$ cat src/rtl/pad_attr_pkg.sv
// pad_attr_pkg: shared types and defaults for the pad attribute writer.
package pad_attr_pkg;
  localparam int AttrDwDef = 8;
  typedef enum logic [1:0] {IDLE, APPLY, SETTLE, DONE} state_e;
  typedef struct packed {
    logic       pull_en;
    logic       pull_sel;
    logic       open_drain;
    logic       schmitt;
    logic       keeper;
    logic       slew;
    logic [1:0] drive;
  } pad_attr_t;
endpackage

$ cat src/rtl/pad_attr_writer_if.sv
// pad_attr_writer_if: request/response bundle between padctrl CSRs and the writer.
interface pad_attr_writer_if
  import pad_attr_pkg::*;
#(
  parameter int NumPads = 4,
  parameter int AttrDw  = AttrDwDef
);
  localparam int IdxW = NumPads > 1 ? $clog2(NumPads) : 1;
  logic                      req_i;
  logic                      ready_o;
  logic [IdxW-1:0]           pad_idx_i;
  logic [AttrDw-1:0]         attr_i;
  logic [AttrDw-1:0]         warl_mask_i;
  logic [NumPads*AttrDw-1:0] attr_o;
  logic [NumPads-1:0]        attr_upd_o;
  logic                      done_o;
  logic [AttrDw-1:0]         rdata_o;
  logic                      dropped_o;
  logic                      err_o;
  modport master (
    output req_i, pad_idx_i, attr_i, warl_mask_i,
    input  ready_o, attr_o, attr_upd_o, done_o, rdata_o, dropped_o, err_o
  );
  modport slave (
    input  req_i, pad_idx_i, attr_i, warl_mask_i,
    output ready_o, attr_o, attr_upd_o, done_o, rdata_o, dropped_o, err_o
  );
endinterface

$ cat src/rtl/pad_attr_settle_cnt.sv
// pad_attr_settle_cnt: loadable down-counter that flags when it reaches zero.
module pad_attr_settle_cnt
  import pad_attr_pkg::*;
#(
  parameter int W = 2
) (
  input  logic         clk,
  input  logic         rst,
  input  logic         load,
  input  logic         dec,
  input  logic [W-1:0] load_val,
  output logic         zero
);
  logic [W-1:0] cnt;
  always_ff @(posedge clk or posedge rst) begin
    if (rst) cnt <= '0;
    else if (load) cnt <= load_val;
    else if (dec && !zero) cnt <= cnt - 1'b1;
  end
  assign zero = cnt == '0;
endmodule

$ cat src/rtl/pad_attr_writer.sv
// pad_attr_writer: masks attribute writes against the WARL mask, strobes the
// target pad field, waits a settle time, then pulses completion.
module pad_attr_writer
  import pad_attr_pkg::*;
#(
  parameter int                NumPads      = 4,
  parameter int                AttrDw       = AttrDwDef,
  parameter int                SettleCycles = 3,
  parameter logic [AttrDw-1:0] AttrRst      = '0
) (
  input logic              clk_i,
  input logic              rst_i,
  pad_attr_writer_if.slave bus
);
  localparam int IdxW = NumPads > 1 ? $clog2(NumPads) : 1;
  localparam int CntW = SettleCycles > 0 ? $clog2(SettleCycles + 1) : 1;
  localparam logic [IdxW:0] NumPadsW = (IdxW + 1)'(NumPads);
  localparam logic [CntW-1:0] CntLoad = CntW'(SettleCycles > 0 ? SettleCycles - 1 : 0);
  state_e                    state_q, state_d;
  logic [IdxW-1:0]           idx_q;
  logic [AttrDw-1:0]         rdata_q;
  logic                      dropped_q, err_q, cnt_zero, accept, idx_bad;
  logic [NumPads*AttrDw-1:0] attr_q;
  logic [NumPads-1:0]        upd;
  assign accept  = state_q == IDLE && bus.req_i;
  assign idx_bad = {1'b0, bus.pad_idx_i} >= NumPadsW;
  always_ff @(posedge clk_i or posedge rst_i) begin
    if (rst_i) state_q <= IDLE;
    else state_q <= state_d;
  end
  always_comb begin
    state_d = state_q;
    case (state_q)
      IDLE:    state_d = bus.req_i ? (idx_bad ? DONE : APPLY) : IDLE;
      APPLY:   state_d = SettleCycles == 0 ? DONE : SETTLE;
      SETTLE:  state_d = cnt_zero ? DONE : SETTLE;
      default: state_d = IDLE;
    endcase
  end
  // rdata_q doubles as the write data for the APPLY cycle
  always_ff @(posedge clk_i or posedge rst_i) begin
    if (rst_i) begin
      idx_q     <= '0;
      rdata_q   <= '0;
      dropped_q <= 1'b0;
      err_q     <= 1'b0;
      attr_q    <= {NumPads{AttrRst}};
    end else begin
      if (accept) begin
        idx_q     <= bus.pad_idx_i;
        rdata_q   <= bus.attr_i & bus.warl_mask_i;
        dropped_q <= |(bus.attr_i & ~bus.warl_mask_i);
        err_q     <= idx_bad;
      end
      for (int k = 0; k < NumPads; k++)
        if (upd[k]) attr_q[k*AttrDw +: AttrDw] <= rdata_q;
    end
  end
  for (genvar g = 0; g < NumPads; g++) begin : g_upd
    assign upd[g] = state_q == APPLY && idx_q == IdxW'(g);
  end
  pad_attr_settle_cnt #(.W(CntW)) u_cnt (
    .clk      (clk_i),
    .rst      (rst_i),
    .load     (state_q == APPLY),
    .dec      (state_q == SETTLE),
    .load_val (CntLoad),
    .zero     (cnt_zero)
  );
  assign bus.ready_o    = state_q == IDLE;
  assign bus.done_o     = state_q == DONE;
  assign bus.attr_upd_o = upd;
  assign bus.attr_o     = attr_q;
  assign bus.rdata_o    = rdata_q;
  assign bus.dropped_o  = dropped_q;
  assign bus.err_o      = err_q;
endmodule

$ cat src/flat_wrapper.sv
// flat-port wrapper written by rule: the top's interface ports become plain ports
module pad_attr_writer_flat import pad_attr_pkg::*;
#(
  parameter int                NumPads      = 4,
  parameter int                AttrDw       = AttrDwDef,
  parameter int                SettleCycles = 3,
  parameter logic [AttrDw-1:0] AttrRst      = '0
)
  (clk_i, rst_i, bus_req_i, bus_pad_idx_i, bus_attr_i, bus_warl_mask_i, bus_ready_o, bus_attr_o, bus_attr_upd_o, bus_done_o, bus_rdata_o, bus_dropped_o, bus_err_o);
  pad_attr_writer_if #(.NumPads(NumPads), .AttrDw(AttrDw)) bus_i ();
  input logic clk_i;
  input logic rst_i;
  input wire logic [$bits(bus_i.req_i)-1:0] bus_req_i;
  input wire logic [$bits(bus_i.pad_idx_i)-1:0] bus_pad_idx_i;
  input wire logic [$bits(bus_i.attr_i)-1:0] bus_attr_i;
  input wire logic [$bits(bus_i.warl_mask_i)-1:0] bus_warl_mask_i;
  output wire logic [$bits(bus_i.ready_o)-1:0] bus_ready_o;
  output wire logic [$bits(bus_i.attr_o)-1:0] bus_attr_o;
  output wire logic [$bits(bus_i.attr_upd_o)-1:0] bus_attr_upd_o;
  output wire logic [$bits(bus_i.done_o)-1:0] bus_done_o;
  output wire logic [$bits(bus_i.rdata_o)-1:0] bus_rdata_o;
  output wire logic [$bits(bus_i.dropped_o)-1:0] bus_dropped_o;
  output wire logic [$bits(bus_i.err_o)-1:0] bus_err_o;
  assign bus_i.req_i = bus_req_i;
  assign bus_i.pad_idx_i = bus_pad_idx_i;
  assign bus_i.attr_i = bus_attr_i;
  assign bus_i.warl_mask_i = bus_warl_mask_i;
  assign bus_ready_o = bus_i.ready_o;
  assign bus_attr_o = bus_i.attr_o;
  assign bus_attr_upd_o = bus_i.attr_upd_o;
  assign bus_done_o = bus_i.done_o;
  assign bus_rdata_o = bus_i.rdata_o;
  assign bus_dropped_o = bus_i.dropped_o;
  assign bus_err_o = bus_i.err_o;
  pad_attr_writer #(.NumPads(NumPads), .AttrDw(AttrDw), .SettleCycles(SettleCycles), .AttrRst(AttrRst)) u_core (.clk_i(clk_i), .rst_i(rst_i), .bus(bus_i));
endmodule
$ cat config.mk
export PLATFORM = sky130hd
export DESIGN_NAME = pad_attr_writer_flat
export DESIGN_NICKNAME = d
export VERILOG_FILES = /design/src/rtl/pad_attr_pkg.sv /design/src/rtl/pad_attr_writer_if.sv /design/src/rtl/pad_attr_settle_cnt.sv /design/src/rtl/pad_attr_writer.sv /design/src/flat_wrapper.sv
export SDC_FILE = /design/constraint.sdc
export NUM_CORES = 1
export LEC_CHECK = 0
export CAP_MARGIN = 10
export CORE_MARGIN = 1
export CORE_UTILIZATION = 50
export DETAILED_ROUTE_END_ITERATION = 8
export DONT_BUFFER_PORTS = 1
export MAX_ROUTING_LAYER = met4
export PLACE_DENSITY = 0.66
export SYNTH_ARGS = -nofsm -noshare
export SYNTH_HDL_FRONTEND = slang
export SYNTH_SLANG_ARGS = --single-unit
export TNS_END_PERCENT = 1
$ cat constraint.sdc
create_clock -name clk_i -period 4.5 [get_ports clk_i]
set_input_delay 0.9 -clock clk_i [delete_from_list [all_inputs] [get_ports clk_i]]
set_output_delay 0.9 -clock clk_i [all_outputs]
set_load 0.01 [all_outputs]
---- After elaboration in Yosys (flattened, before gate mapping) ----
Index checks and enable logic that the tools add are counted.
cells by class
  add/sub/neg operators ................... 1
  equal/unequal tests ..................... 6
  muxes and demuxes ....................... 5
  bitwise logic cells ..................... 3
  reductions and logical operators ........ 12
operator list
  operator                                                                count
  8-bit AND                                                               2
  2-bit equality test (second input constant)                             4
  8-bit inverter                                                          1
  8-bit OR reduction                                                      1
  1-bit logical AND                                                       6
  2-bit logical NOT                                                       3
  2-bit case mux with 3 select lines                                      1
  2-bit by 1-bit equality test with 1-bit output (second input constant)  2
  2-bit 2-to-1 mux                                                        2
  1-bit 2-to-1 mux                                                        2
  2-bit nonzero test                                                      1
  2-bit by 1-bit subtractor with 2-bit output (second input constant)     1
  1-bit logical NOT                                                       1
storage, ports and cells
  register bits after elaboration ......... 47
  input port bits ......................... 21

---- Logic depth before layout (Yosys ltp) ----
Gate-level depths: netlist of the first run.
  depth in word-level cells ............... 5
  gate-level depth with buffers ........... 6
  gate-level depth less buffers ........... 5

---- Cells and area by module ----
From an unflattened synthesis of the first run, not the netlist that was laid out.
unflattened totals
  cell total of the unflattened synthesis .. 156
  area total of the unflattened synthesis .. 1984.4 um^2
by module, submodules not included
  module               instances  cells an instance  area each (um^2)
  pad_attr_writer      1          143                1849.3
  pad_attr_settle_cnt  1          13                 135.1

---- Worst setup path before layout of the first run ----
Ideal clock, no wire load.
  path type ............................... register to output
  start ................................... register u_core.state_q[1]
  end ..................................... output bus_attr_upd_o[0]
  data arrival time ....................... 1.028 ns
  slack ................................... 2.572 ns
  stages on the path, launching flop included .. 6
  buffers on the path ..................... 2
  path through ............................ dfrtp_1 -> inv_1 -> ha_1 -> buf_6 -> nor3b_2 -> buf_6
on the way
  longest elaborated chain between the ends .. 2
RTL lines
  item                                            RTL line               source
  start, declared                                 pad_attr_writer.sv:19  state_e state_q, state_d;
  start signal, assigned                          pad_attr_writer.sv:29  else state_q <= state_d;
  2-bit by 1-bit equality test with 1-bit output  pad_attr_writer.sv:60  assign upd[g] = state_q == APPLY && idx_q == IdxW'(g);
  1-bit logical AND                               pad_attr_writer.sv:60
  end, declared                                   flat_wrapper.sv:19     output wire logic [$bits(bus_i.attr_upd_o)-1:0] bus_attr_upd_o;
No other way between the ends.

---- Worst setup path in the final report of the first run ----
Same ends and word-level chain as after synthesis.

==> results.yml, run 1 <==
outcome:
  outcome: "finished clean"
setup_path:
  critPathCapture: "bus_attr_upd_o[0]"
  startpoint: "u_core.state_q[1]"
  start_kind: "flop"
  ff2ff_setup_slack_ns: 2.40
  ff2ff_path_depth: 4
  crit_type: "flop to primary output"
  cp.required_ns: 3.60
  worstPathArrival_ns: 1.87
  crit_fanout: 9
  rr_endpoint: "u_core.bus.attr_o[7]"
  cp-end-kind: "primary output"
  worstReg2RegStart: "u_core.state_q[1]"
clocking:
  hold_buffers: 0
  post_cts_resized: 0
  cts_sinks: 47
  worstSkewPairLatency_ns: 0.29
  cts_made_buffers: 5
  clk_pin_slew_ns: 0.08
  cts_buffer_depth: 2
  cts_tree: "yes"
  ctsRootBufferMaster: "clkbuf_8"
  cts_setup_buffers: 0
  h-tree-depth: 2
timing:
  rsz0062_at_grt: "false"
  period_share_pct: 61.48
  drv_slew: 0
  hold_viol: 0
  whs_ns: 0.4970
  fmax_ghz: 0.3614
  max-slew-margin-rel_pct: 36.70
  worst-slew-pin-transition_ns: 0.9481
  fin_skew_ns: 0.003783
  finalSetupViolCount: 0
  period_minus_slack_ns: 2.767
  setup_tns_ns: 0
routing:
  drc: 0
  ant_nets: 0
  drtIter0Drc: 52
  firstDrtPassIters: 4
  wl_per_cell_um: 17.67
  vias_per_cell: 5.417
  num_vias: 1078
  finalWirelength_um: 3517
yosys:
  mappedNetlistArea_sq_mm: 0.001957
  synthCells: 148
  post_synth_num_cell_types: 22
  synth.area.top_cells: "dfrtp_1 (60%), mux2_2 (20%), nand2_1 (3.5%)"
  synth_ff_type: "dfrtp_1"
  syn_avg_cell_area_sq_um: 13.22
  ys_async_sr_fraction_pct: 100.0
  ys_seq_elements: 47
  synth_top_area_cell: "dfrtp_1"
  synth_edf_count: 0
  seq_area_frac_synth_pct: 60.10
  synth_top_area_share_pct: 60.10
  synth_warnings: 0
  syn_nets: 174
placed_design:
  gp_congestion: 0.7137
  dp_hpwl_um: 2469
  portBuffers: 0
min_path:
  min_path_type: "flop to flop"
power:
  power_density_mw_per_mm2: 621.4
  p_leak_uw: 0.001040
  max-vdd-ir-drop_mv: 0.2805
global_route:
  grt_pass1_wl_um: 5575
  grtUsageTotal_pct: 18.94
  grt-ovfl-total: 0
  grt_max_degree: 48
  grt_antenna_before_repair: 0
  grt_pass1_vias: 1104
cells_and_area:
  mostFrequentLayoutCell: "dfrtp_1"
  nFillCells: 327
  final_nets: 177
  drive_above_1_share_pct: 30.46
  area_growth_pct: 5.819
  diodes: 0
  layout_common_cells: "dfrtp_1 (47), mux2_2 (34), nand2_1 (18), inv_1 (9), o21ai_0 (8)"
die:
  die_x_um: 64.56
  start_util_pct: 52.66
  rows: 22
  core_sq_mm: 0.003716
  die_y_um: 64.56
  io_pins: 69
  die_area_sq_mm: 0.004168
flow_run:
  maxCapViolations: 0
[through the flow]
step | setup WS, ns | utilization (%) | power (uW) | cell area [sq um] | cells
2_1_floorplan | 2.484 | - | 980.8 | 1957 | 148
5_1_grt | 1.592 | 55.72 | 1377 | 2071 | 199
3_3_place_gp | 2.044 | 53.37 | 1035 | 1983 | 192
6_report | 1.733 | 55.72 | 1287 | 2071 | 199
4_1_cts | 1.676 | 55.72 | 1304 | 2071 | 199
3_5_place_dp | 2.004 | 53.37 | 1055 | 1983 | 192
[Yosys cell counts, types with 2 or more instances]
library cell	instances
nand3b_2	2
inv_1	10
nand2_1	18
ha_1	5
mux2_2	34
o21ai_0	8
buf_6	2
nor2b_1	6
dfrtp_1	47
nor2_1	3
a2111oi_0	2
[layout make-up]
class / count / area [sq um] / share of cell area (%)
clock buffers: 6 / 82.58 / 3.988
clock inverters: 1 / 5.005 / 0.2417
inverters: 10 / 37.54 / 1.813
multi-input cells: 87 / 709.4 / 34.26
flip-flops and latches: 47 / 1176 / 56.80
well taps: 48 / 60.06 / 2.900
[power breakdown]
part	internal, uW	switching (uW)	total (uW)
sequential	567	181	748
combinational	152	137	289
clock	121	129	250
[kinds of logic (layout without fill, tap and decap cells)]
logic type | Yosys count | after routing | share of synthesized area (%)
compound gates | 13 | 13 | 3.964
fa+ha+maj | 5 | 5 | 3.197
other cells | 1 | 1 | 0.1916
buf+inv | 14 | 17 | 3.645
mux | 34 | 34 | 19.57
flops | 47 | 47 | 60.10
simple gates | 33 | 33 | 8.888
xor+xnor | 1 | 1 | 0.4477
[layer usage]
metal	up-vias	GRT usage [%]	share of wire, %
li1	497	-	-
met2	40	28.16	47
met3	7	5.106	7.3
met5	-	-	0
met1	534	24.44	44
met4	0	8.333	1.4
[critical path, stage by stage (launching register included)]
cell,delay [ns]
dfrtp_1,0.41
inv_1,0.08
ha_1,0.29
nor3b_2,0.80
[registers in the layout, summed over array words and instances (netlist names)]
name and count:
u_core.state_q 2, u_core.bus.attr_o 32, u_core.bus.rdata_o 8, u_core.bus.dropped_o 1, u_core.idx_q 2, u_core.u_cnt.cnt 2
[worst min-delay path by stage]
stage	start	to	slack [ns]	depth (start not counted)
after floorplan	u_core.u_cnt.cnt[1]	u_core.u_cnt.cnt[1]	0.46	1
after global placement	u_core.u_cnt.cnt[1]	u_core.u_cnt.cnt[1]	0.48	1
after detailed placement	u_core.u_cnt.cnt[1]	u_core.u_cnt.cnt[1]	0.48	1
after CTS	u_core.u_cnt.cnt[1]	u_core.u_cnt.cnt[1]	0.50	1
after global routing	u_core.u_cnt.cnt[1]	u_core.u_cnt.cnt[1]	0.54	1
final	u_core.u_cnt.cnt[1]	u_core.u_cnt.cnt[1]	0.50	1
Power figures use the tool's default switching activity.
==> run 2, diff against run 1 <==
ABC_AREA = 1   (was not set)
PLACE_DENSITY = 0.69   (was 0.66)
clock period = 2.3 ns   (was 4.5 ns; I/O delays follow)
==> run 2 against run 1 <==
Cell count increased by 30%. Critical endpoint is now bus_attr_upd_o[1]. Power rose by 140%. Clock skew is 0.0044 ns higher. Sequential share of layout area is 1.3 points lower. Non-clock buffer count grew 7. Routed wire length grew 17%. Combinational power rose to 3.0 times the previous value. Critical path depth grew 1. Sequential cell count is the same.
==> results.yml, run 2 <==
global_route:
  grt_antenna_before_repair: 0
  grt_pass1_vias: 1387
  grt_max_degree: 23
  grt_pass1_wl_um: 6555
  grtUsageTotal_pct: 22.68
  grt-ovfl-total: 0
routing:
  drtIter0Drc: 44
  finalWirelength_um: 4109
  num_vias: 1360
  wl_met1_um: 1785
  firstDrtPassIters: 6
  ant_nets: 0
  met2_length_um: 1928
  routed.top_layer: "met4"
  wl_per_cell_um: 15.86
  drc: 0
  vias_per_cell: 5.251
  routed-wl-met3_um: 328
yosys:
  mappedNetlistArea_sq_mm: 0.001967
  synth_xor_area_share_pct: 0.4453
  synth_edf_count: 0
  synth_ff_type: "dfrtp_1"
  synth_top_area_cell: "dfrtp_1"
  synth.most_common_cell: "nand2_1"
  ys_async_sr_fraction_pct: 100.0
  syn_nets: 229
  post_synth_num_cell_types: 17
  synth_top_area_share_pct: 59.80
  synth_fa_ha_area_share_pct: 3.181
  synth.area.top_cells: "dfrtp_1 (60%), nand2_1 (10%), o21ai_1 (6.1%)"
  synth_top_family_by_area: "simple AND/OR/NAND/NOR gates"
  synthTopCellsByCount: "nand2_1 (53), dfrtp_1 (47), inv_1 (29), o21ai_1 (24), o21ai_0 (11)"
  synth_warnings: 0
  seq_area_frac_synth_pct: 59.80
  synth-simple-area-share_pct: 14.76
  syn_avg_cell_area_sq_um: 9.689
  synthCells: 203
  synthMuxAreaShare_pct: 0
  synth_compound_area_share_pct: 12.98
  ys_seq_elements: 47
cells_and_area:
  multi_input_area_sq_um: 620.6
  largest_reg_flops: 32
  final_nets: 236
  ff_latch_area_sq_mm: 0.001176
  diodes: 0
  area_growth_pct: 7.761
  nFillCells: 340
  mostFrequentLayoutCell: "nand2_1"
  layout_common_cells: "nand2_1 (53), dfrtp_1 (47), inv_1 (28), o21ai_1 (24), o21ai_0 (11)"
  utilization_pct: 57.04
  drive_above_1_share_pct: 12.80
min_path:
  min_path_type: "primary input to flop"
clocking:
  cts_tree: "yes"
  cts_sinks: 47
  cts_setup_buffers: 0
  cts_made_buffers: 5
  worstSkewPairLatency_ns: 0.30
  clk_pin_slew_ns: 0.09
  cts_buffer_depth: 2
  h-tree-depth: 2
  ctsRootBufferMaster: "clkbuf_8"
timing:
  worst-slew-pin-transition_ns: 0.5195
  hold_viol: 0
  fmax_ghz: 0.5104
  period_share_pct: 85.19
  max-slew-margin-rel_pct: 65.33
  drv_slew: 0
  period_minus_slack_ns: 1.959
  finalSetupViolCount: 0
  setup_tns_ns: 0
  fin_skew_ns: 0.008229
  rsz0062_at_grt: "false"
  whs_ns: 0.2993
setup_path:
  start_kind: "flop"
  cp.required_ns: 1.84
  crit_fanout: 10
  worstPathArrival_ns: 1.50
  cp-end-kind: "primary output"
  crit_type: "flop to primary output"
power:
  p_leak_uw: 0.001073
  power_density_mw_per_mm2: 1464
  max-vdd-ir-drop_mv: 0.5514
die:
  die_x_um: 64.72
  die_area_sq_mm: 0.004189
  rows: 22
  start_util_pct: 52.93
  io_pins: 69
  die_y_um: 64.72
  core_sq_mm: 0.003716
placed_design:
  portBuffers: 0
  dp_hpwl_um: 3082
  gp_congestion: 0.7456
outcome:
  outcome: "finished clean"
flow_run:
  maxCapViolations: 0
-- run 2: cell count changes in the layout (fill, tap and decap cells not counted), sizes merged, moves of 2 or more --
| cell | change |
|---|---|
| nand3 | +11 |
| nand3b | -2 |
| o21ai | +35 |
| mux2 | -34 |
| buf | +6 |
| nand2 | +35 |
| a2111oi | -2 |
| inv | +19 |
| nor2b | -6 |
-- run 2: power breakdown --
group	switching, uW	internal (uW)
Clock	276	245
Combinational	577	289
Sequential	472	1240
Total	1330	1780
-- run 2: cell type report --
cell class | instances | area share, %
Clock inverter | 2 | 0.7674
Tap cell | 48 | 2.834
Timing Repair Buffer | 7 | 2.597
Clock buffer | 6 | 3.896
Multi-Input combinational cell | 120 | 29.28
Sequential cell | 47 | 55.49
Inverter | 29 | 5.136
-- run 2: worst paths after layout --
path / from / to / slack [ns] / cells past startpoint
setup reg to reg: u_core.state_q[0] / u_core.bus.rdata_o[2] / 0.69 / 6
max in group asynchronous: rst_i / u_core.bus.attr_o[24] / 1.34 / 3
hold / removal: bus_pad_idx_i[1] / u_core.idx_q[1] / 0.30 / 2
min in group asynchronous: rst_i / u_core.bus.attr_o[27] / 0.49 / 2
setup / recovery: u_core.state_q[1] / bus_attr_upd_o[1] / 0.34 / 4
hold reg to reg: u_core.u_cnt.cnt[1] / u_core.u_cnt.cnt[1] / 0.53 / 2
-- run 2: routing by layer --
metal,up-vias,GRT usage (%)
li1,656,-
met1,639,26.88
met2,57,36.33
met3,8,5.810
met4,0,10.28
met5,-,-
-- run 2: stage by stage --
step / cell area, sq um / power [uW] / std cells / setup slack, ns
global placement: 2011 / 2543 / 250 / 0.6979
CTS: 2120 / 3140 / 259 / 0.3278
finish: 2120 / 3103 / 259 / 0.3406
floorplan: 1967 / 2317 / 203 / 0.6781
detailed placement: 2011 / 2623 / 250 / 0.6676
global route: 2120 / 3341 / 259 / 0.2370
-- run 2: kinds of logic (layout without fill, tap and decap cells) --
group                    Yosys count  in the layout
AO/OA/AOI/OAI                     45             45
XOR/XNOR                           1              1
adder cells (fa/ha/maj)            5              5
buffers and inverters             36             44
flip-flops                        47             47
other                              1              1
AND/OR/NAND/NOR                   68             68
-- run 2: worst max-delay path, stage by stage, from the launching register on --
cell and delay (ns):
dfrtp_1 0.41, inv_1 0.09, ha_1 0.32, nand3_2 0.23, inv_1 0.16
-- run 2: what timing repair did --
action,in CTS,in global routing
endpoints found under the hold margin,5,0
hold buffers,1,0
gates resized for setup,0,0
